<file path="src/rtl/out_port_receiver.sv">
// Receive side of a switch output port: pulls DA/SA/LEN/payload/FCS bytes,
// checks the XOR checksum and destination address, and keeps statistics.
module out_port_receiver (
  input  logic        clock,
  input  logic        reset,
  input  logic        ready,
  input  logic [7:0]  data_out,
  output logic        read,
  input  logic        en,
  input  logic [7:0]  port_addr,
  output logic        pkt_valid,
  output logic [7:0]  pkt_da,
  output logic [7:0]  pkt_sa,
  output logic [7:0]  pkt_len,
  output logic        fcs_err,
  output logic        da_err,
  output logic [15:0] pkt_count,
  output logic [15:0] err_count,
  output logic        busy
);

  typedef enum logic [1:0] {IDLE, RX, DONE} state_t;

  state_t      state, next_state;
  logic [1:0]  rst_sync;
  logic        rst_n;
  logic [8:0]  issued;
  logic [8:0]  received;
  logic [8:0]  target;
  logic        rd_pend;
  logic [7:0]  acc;
  logic [7:0]  da_q;
  logic [7:0]  sa_q;
  logic [7:0]  len_q;
  logic        fcs_hit;

  // Assertion reaches every flop at once; release takes two edges to propagate.
  always_ff @(posedge clock or negedge reset) begin
    if (!reset) rst_sync <= 2'b00;
    else        rst_sync <= {rst_sync[0], 1'b1};
  end

  assign rst_n = rst_sync[1];

  // The byte being captured this cycle is the FCS when its index is LEN+3.
  assign fcs_hit = (state == RX) && rd_pend && (received >= 9'd3) &&
                   (received == ({1'b0, len_q} + 9'd3));

  always_ff @(posedge clock or negedge rst_n) begin
    if (!rst_n) state <= IDLE;
    else        state <= next_state;
  end

  always_comb begin
    next_state = state;
    read       = 1'b0;
    case (state)
      IDLE: if (en && ready) next_state = RX;
      RX: begin
        read = ready && (issued < target);
        if (fcs_hit) next_state = DONE;
      end
      DONE: next_state = IDLE;
      default: next_state = IDLE;
    endcase
  end

  assign pkt_valid = (state == DONE);
  assign busy      = (state != IDLE);

  // Bytes arrive one cycle after their request; target stays open until LEN is known.
  always_ff @(posedge clock or negedge rst_n) begin
    if (!rst_n) begin
      issued    <= 9'd0;
      received  <= 9'd0;
      target    <= 9'h1FF;
      rd_pend   <= 1'b0;
      acc       <= 8'h00;
      da_q      <= 8'h00;
      sa_q      <= 8'h00;
      len_q     <= 8'h00;
      pkt_da    <= 8'h00;
      pkt_sa    <= 8'h00;
      pkt_len   <= 8'h00;
      fcs_err   <= 1'b0;
      da_err    <= 1'b0;
      pkt_count <= 16'h0000;
      err_count <= 16'h0000;
    end else begin
      rd_pend <= read;
      case (state)
        IDLE: begin
          issued   <= 9'd0;
          received <= 9'd0;
          target   <= 9'h1FF;
          acc      <= 8'h00;
          rd_pend  <= 1'b0;
        end
        RX: begin
          if (read) issued <= issued + 9'd1;
          if (rd_pend) begin
            received <= received + 9'd1;
            case (received)
              9'd0: da_q <= data_out;
              9'd1: sa_q <= data_out;
              9'd2: begin
                len_q  <= data_out;
                target <= {1'b0, data_out} + 9'd4;
              end
              default: ;
            endcase
            if (fcs_hit) begin
              pkt_da  <= da_q;
              pkt_sa  <= sa_q;
              pkt_len <= len_q;
              fcs_err <= (acc != data_out);
              da_err  <= (da_q != port_addr);
            end else begin
              acc <= acc ^ data_out;
            end
          end
        end
        DONE: begin
          if (pkt_count != 16'hFFFF) pkt_count <= pkt_count + 16'd1;
          if ((fcs_err || da_err) && (err_count != 16'hFFFF))
            err_count <= err_count + 16'd1;
        end
        default: ;
      endcase
    end
  end

endmodule

</file>
<file path="config.mk">
export PLATFORM = sky130hd
export DESIGN_NAME = out_port_receiver
export DESIGN_NICKNAME = d
export VERILOG_FILES = /design/src/rtl/out_port_receiver.sv
export SDC_FILE = /design/constraint.sdc
export NUM_CORES = 1
export LEC_CHECK = 0
export CAP_MARGIN = 20
export CORE_MARGIN = 2
export CORE_UTILIZATION = 52
export CTS_BUF_LIST = sky130_fd_sc_hd__clkbuf_8
export DETAILED_ROUTE_END_ITERATION = 8
export MAX_ROUTING_LAYER = met4
export PLACE_DENSITY = 0.76
export SLEW_MARGIN = 30
export SYNTH_ARGS = -nofsm -noshare
export SYNTH_HDL_FRONTEND = slang
export SYNTH_SLANG_ARGS = --single-unit
</file>
<file path="constraint.sdc">
create_clock -name clock -period 3.9 [get_ports clock]
set_input_delay 0.975 -clock clock [delete_from_list [all_inputs] [get_ports clock]]
set_output_delay 0.975 -clock clock [all_outputs]
set_load 0.02 [all_outputs]
</file>
# After elaboration in Yosys (flattened, before gate mapping)
# Index checks and enable logic that the tools add are counted.
# totals
in_bits,20
out_inout_bits,61
reg_bits,122
elab_cells,78
# classes
add_sub_neg,6
reduce_logical,22
muxes,15
n_eq_ne,15
bitwise_logic,1
order_cmp,2
# op_table
operator,count
9-bit one-hot mux with 2 select lines,3
9-bit 2-to-1 mux,4
"16-bit by 1-bit adder with 16-bit output, second input constant",2
"16-bit inequality test, second input constant",2
"9-bit by 1-bit adder with 9-bit output, second input constant",2
3-bit AND reduction,6
8-bit 2-to-1 mux,2
8-bit inequality test,2
8-bit one-hot mux with 2 select lines,1
"2-bit inequality test, second input constant",5
2-bit AND reduction,5
"8-bit by 2-bit adder with 9-bit output, second input constant",1
"8-bit by 3-bit adder with 9-bit output, second input constant",1
"9-bit by 1-bit == test with 1-bit output, second input constant",1
"9-bit by 2-bit == test with 1-bit output, second input constant",1
9-bit == test,1
"9-bit by 2-bit >= comparator with 1-bit output, second input constant",1
9-bit zero test,1
9-bit less-than comparator,1
8-bit bitwise XOR,1
1-bit logical AND,6
2-bit 2-to-1 mux,2
2-bit one-hot mux with 2 select lines,1
2-bit nonzero test,2
other kinds (6),7

# Depth between registers and ports, before layout
# Gate-level depths: netlist (run 1).
# depth
ltp_word,7
ltp_mapped,10
mapped_depth_nobuf,9

# Least setup slack after synthesis (run 1)
# OpenSTA, ideal clock, no wires.
# synth_timing
kind,reg2out
from,reg target[6]
to,out read
stages_incl_launch_ff,8
path_slack_ps,1102
t_arrival_ps,1823
n_path_buf,0
required_ps,2925
cell_sequence,dfstp_2 inv_1 ha_1 a21o_1 a21o_1 a221o_1 a31o_2 clkinv_1
# synth_via
elab_chain_cells,3
# synth_rtl
item,line,source
"start, declared",29,logic [8:0] target;
"start signal, assigned",108,"target <= {1'b0, data_out} + 9'd4;"
9-bit less-than comparator,60,read = ready && (issued < target);
1-bit logical AND,60,
1-bit 2-to-1 mux,57,case (state)
"end, declared",8,"output logic read,"
# No other way between the ends.

# Worst setup path in the final report (run 1)
# Ends and elaborated chain as after synthesis.

==> reports/metrics.cfg, run 1 <==
[clocking]
clock_latency_ps = 430
ctsResizeCount = 0
holdBufCountCts = 0
post_cts_buffers = 0
cts-htree-levels = 4
cts_made_buffers = 17
clock_path_buffers = 2
cts.sink_count = 122
path_clk_slew_ps = 70
cts_tree = built
cts_root_buf = clkbuf_8

[worst_setup_path]
crit_type = reg -> out
cp-start-kind = flop
regToRegSetupSlack_ps = 860
ff2ff_path_depth = 7
r2r-start = received[3]$_DFFE_PN0P_
path_max_fanout = 2
worstPathRequired_ps = 2920
timing.rr.end = pkt_da[0]$_DFFE_PN0P_
cp-end-kind = primary output
crit_arrival_ps = 2460

[power_and_ir_drop]
power-per-cell-area_nw_per_um2 = 530
p_leak_nw = 3.34
ir_worst_vdd_v = 0.000295

[outcome]
outcome = finished, final reports clean

[synthesis]
ys_seq_area_share_pct = 50.8
synth.distinct_cells = 56
synth_edf_count = 0
synth_seq_cells = 122
synth_fp_nets = 573
yosysMostFrequentCell = dfrtp_1
yosysWarnings = 0
syn_area_sq_um = 6040
synth_top_cells_by_area = dfrtp_1, xnor2_1, mux2_2
synthTopCellsByCount = dfrtp_1, xnor2_1, nand2_1, o21ai_0, mux2_2
synthCells = 536
synth_ff_type = dfrtp_1
async_reset_ff_share_pct = 100
post-synth-top-area-cell = dfrtp_1
avgSynthCellArea_sq_um = 11.3
netlist.area_leader.share_pct = 46.8

[die]
die_width_um = 112
die_h_um = 112
die-area_sq_um = 12500
initial_core_util_pct = 53.1
rows = 39
coreArea_sq_um = 11400
pin_count = 81

[timing]
setup_viol = 0
rsz0062_at_grt = false
timing.fmax_mhz = 291
post-route-min-period_ps = 3440
clock_skew_ps = 10.2
slew_headroom_pct = 41.9
hold_viol_final = 0
tightestPinTransition_ps = 865
post-route-period-util_pct = 88.1
tns_ps = 0
slew_viol_final = 0

[global_routing]
track_usage_pct = 23.1
grt_overflow = 0
grt_pass1_vias = 4491
grt_start_max_net_pins = 51
grt_pass1_wl_mm = 22.1
antenna_found_initial = 0

[finish]
final_layout_size_suffix_gt1_share_pct = 16.2
fin_nets = 663
area_delta_synth_final_pct = 22.3
stdcell_count = 780
antenna_cells = 0

[placement]
place_congestion = 0.823
numPortBuffers = 80
dp_hpwl_mm = 9.26
dp_cells = 750

[routing]
ant_nets = 0
routed_wl_mm = 13.5
via_count = 4516
first_iter_violations = 325
drtPass1Iterations = 5
wire_per_inst_um = 17.2
viasPerCell = 5.79
drc = 0

[worst_hold_path]
holdPathEnd = rst_sync[1]$_DFF_PN0_
whs_path_depth = 0
hold_start = rst_sync[0]$_DFF_PN0_
hp-class = reg -> reg

[job]
maxCapViolations = 0

==> cells in the final DEF (no fill, tap or decap), drive strengths merged, types with 13 or more instances in the layout <==
cell type and instances:
dfrtp 113, clkdlybuf4s50 79, xnor2 48, mux2 44, nand2 39, o21ai 31, nand3 28, nor2 26
inv 23, clkbuf 20, nand4 19, ha 17, xor2 13
==> sequential cells by signal, indices dropped and copies added (netlist names) <==
name	count
err_count	16
pkt_count	16
issued	9
received	9
target	9
acc	8
da_q	8
len_q	8
pkt_da	8
pkt_len	8
pkt_sa	8
sa_q	8
rst_sync	2
state	2
da_err	1
fcs_err	1
rd_pend	1
==> routing by layer <==
| layer | wire (um) | part of all wire [%] | track usage (%) |
|---|---|---|---|
| met1 | 6070 | 45 | 29.9 |
| met2 | 6430 | 48 | 35.9 |
| met3 | 658 | 4.9 | 4.90 |
| met4 | 293 | 2.2 | 8.97 |
| met5 | 0 | 0 | - |
==> worst max path at each step <==
stage / depth (start not counted) / start / slack (ps) / endpoint
after floorplan: 0 / rst_sync[1]$_DFF_PN0_ / 270 / acc[0]$_DFFE_PN0P_
after global placement: 6 / ready / 260 / read
after detailed placement: 6 / ready / 250 / read
after CTS: 8 / target[6]$_DFFE_PN1P_ / 80 / read
after global routing: 8 / target[6]$_DFFE_PN1P_ / 350 / read
final: 8 / target[6]$_DFFE_PN1P_ / 460 / read
==> through the flow <==
stage | utilization (%) | total power [W] | hold WS [ps] | instance area (sq um) | setup WS (ps)
2_1_floorplan | - | 0.00253 | 331 | 6040 | 265
3_3_place_gp | 61.6 | 0.00278 | 337 | 7000 | 262
3_5_place_dp | 61.6 | 0.00285 | 340 | 7000 | 254
4_1_cts | 64.9 | 0.00394 | 355 | 7380 | 82.4
5_1_grt | 64.9 | 0.00415 | 357 | 7380 | 345
6_report | 64.9 | 0.00391 | 352 | 7380 | 463
==> report_power, final <==
group | leakage, nW | internal (W) | switching [W]
registers | 1.54 | 0.00155 | 0.000286
clock network | 0.199 | 0.000602 | 0.000480
logic | 1.60 | 0.000505 | 0.000493
total | 3.34 | 0.00265 | 0.00126
==> critical path: stages (launching register included) <==
cell            delay, ps
dfstp_2               530
inv_1                  40
ha_1                  290
a21o_1                190
a21o_1                170
a221o_1               310
a31o_2                230
clkinv_1               50
dlymetal6s2s_1        210
==> final cells by class <==
class / count / area [sq um]
Clock buffer: 20 / 275
Clock inverter: 10 / 103
Fill cell: 898 / 3990
Inverter: 22 / 82.6
Multi-Input combinational cell: 374 / 2790
Sequential cell: 122 / 3070
Tap cell: 143 / 179
Timing Repair Buffer: 89 / 883
==> logic make-up after synthesis <==
logic type	Yosys count	share of synthesized area (%)
compound gates	80	9.35
xor+xnor	61	8.85
fa+ha+maj	17	3.52
buf+inv	40	3.00
flops	122	50.8
mux	47	9.64
other cells	1	0.0621
simple gates	168	14.8
Power figures use the tool's default switching activity.
==> run 2: changes to the inputs <==
Settings changed: CAP_MARGIN 20 to default.
==> results of run 2 <==
Final layout, timing and power as in run 1 (identical DEF).
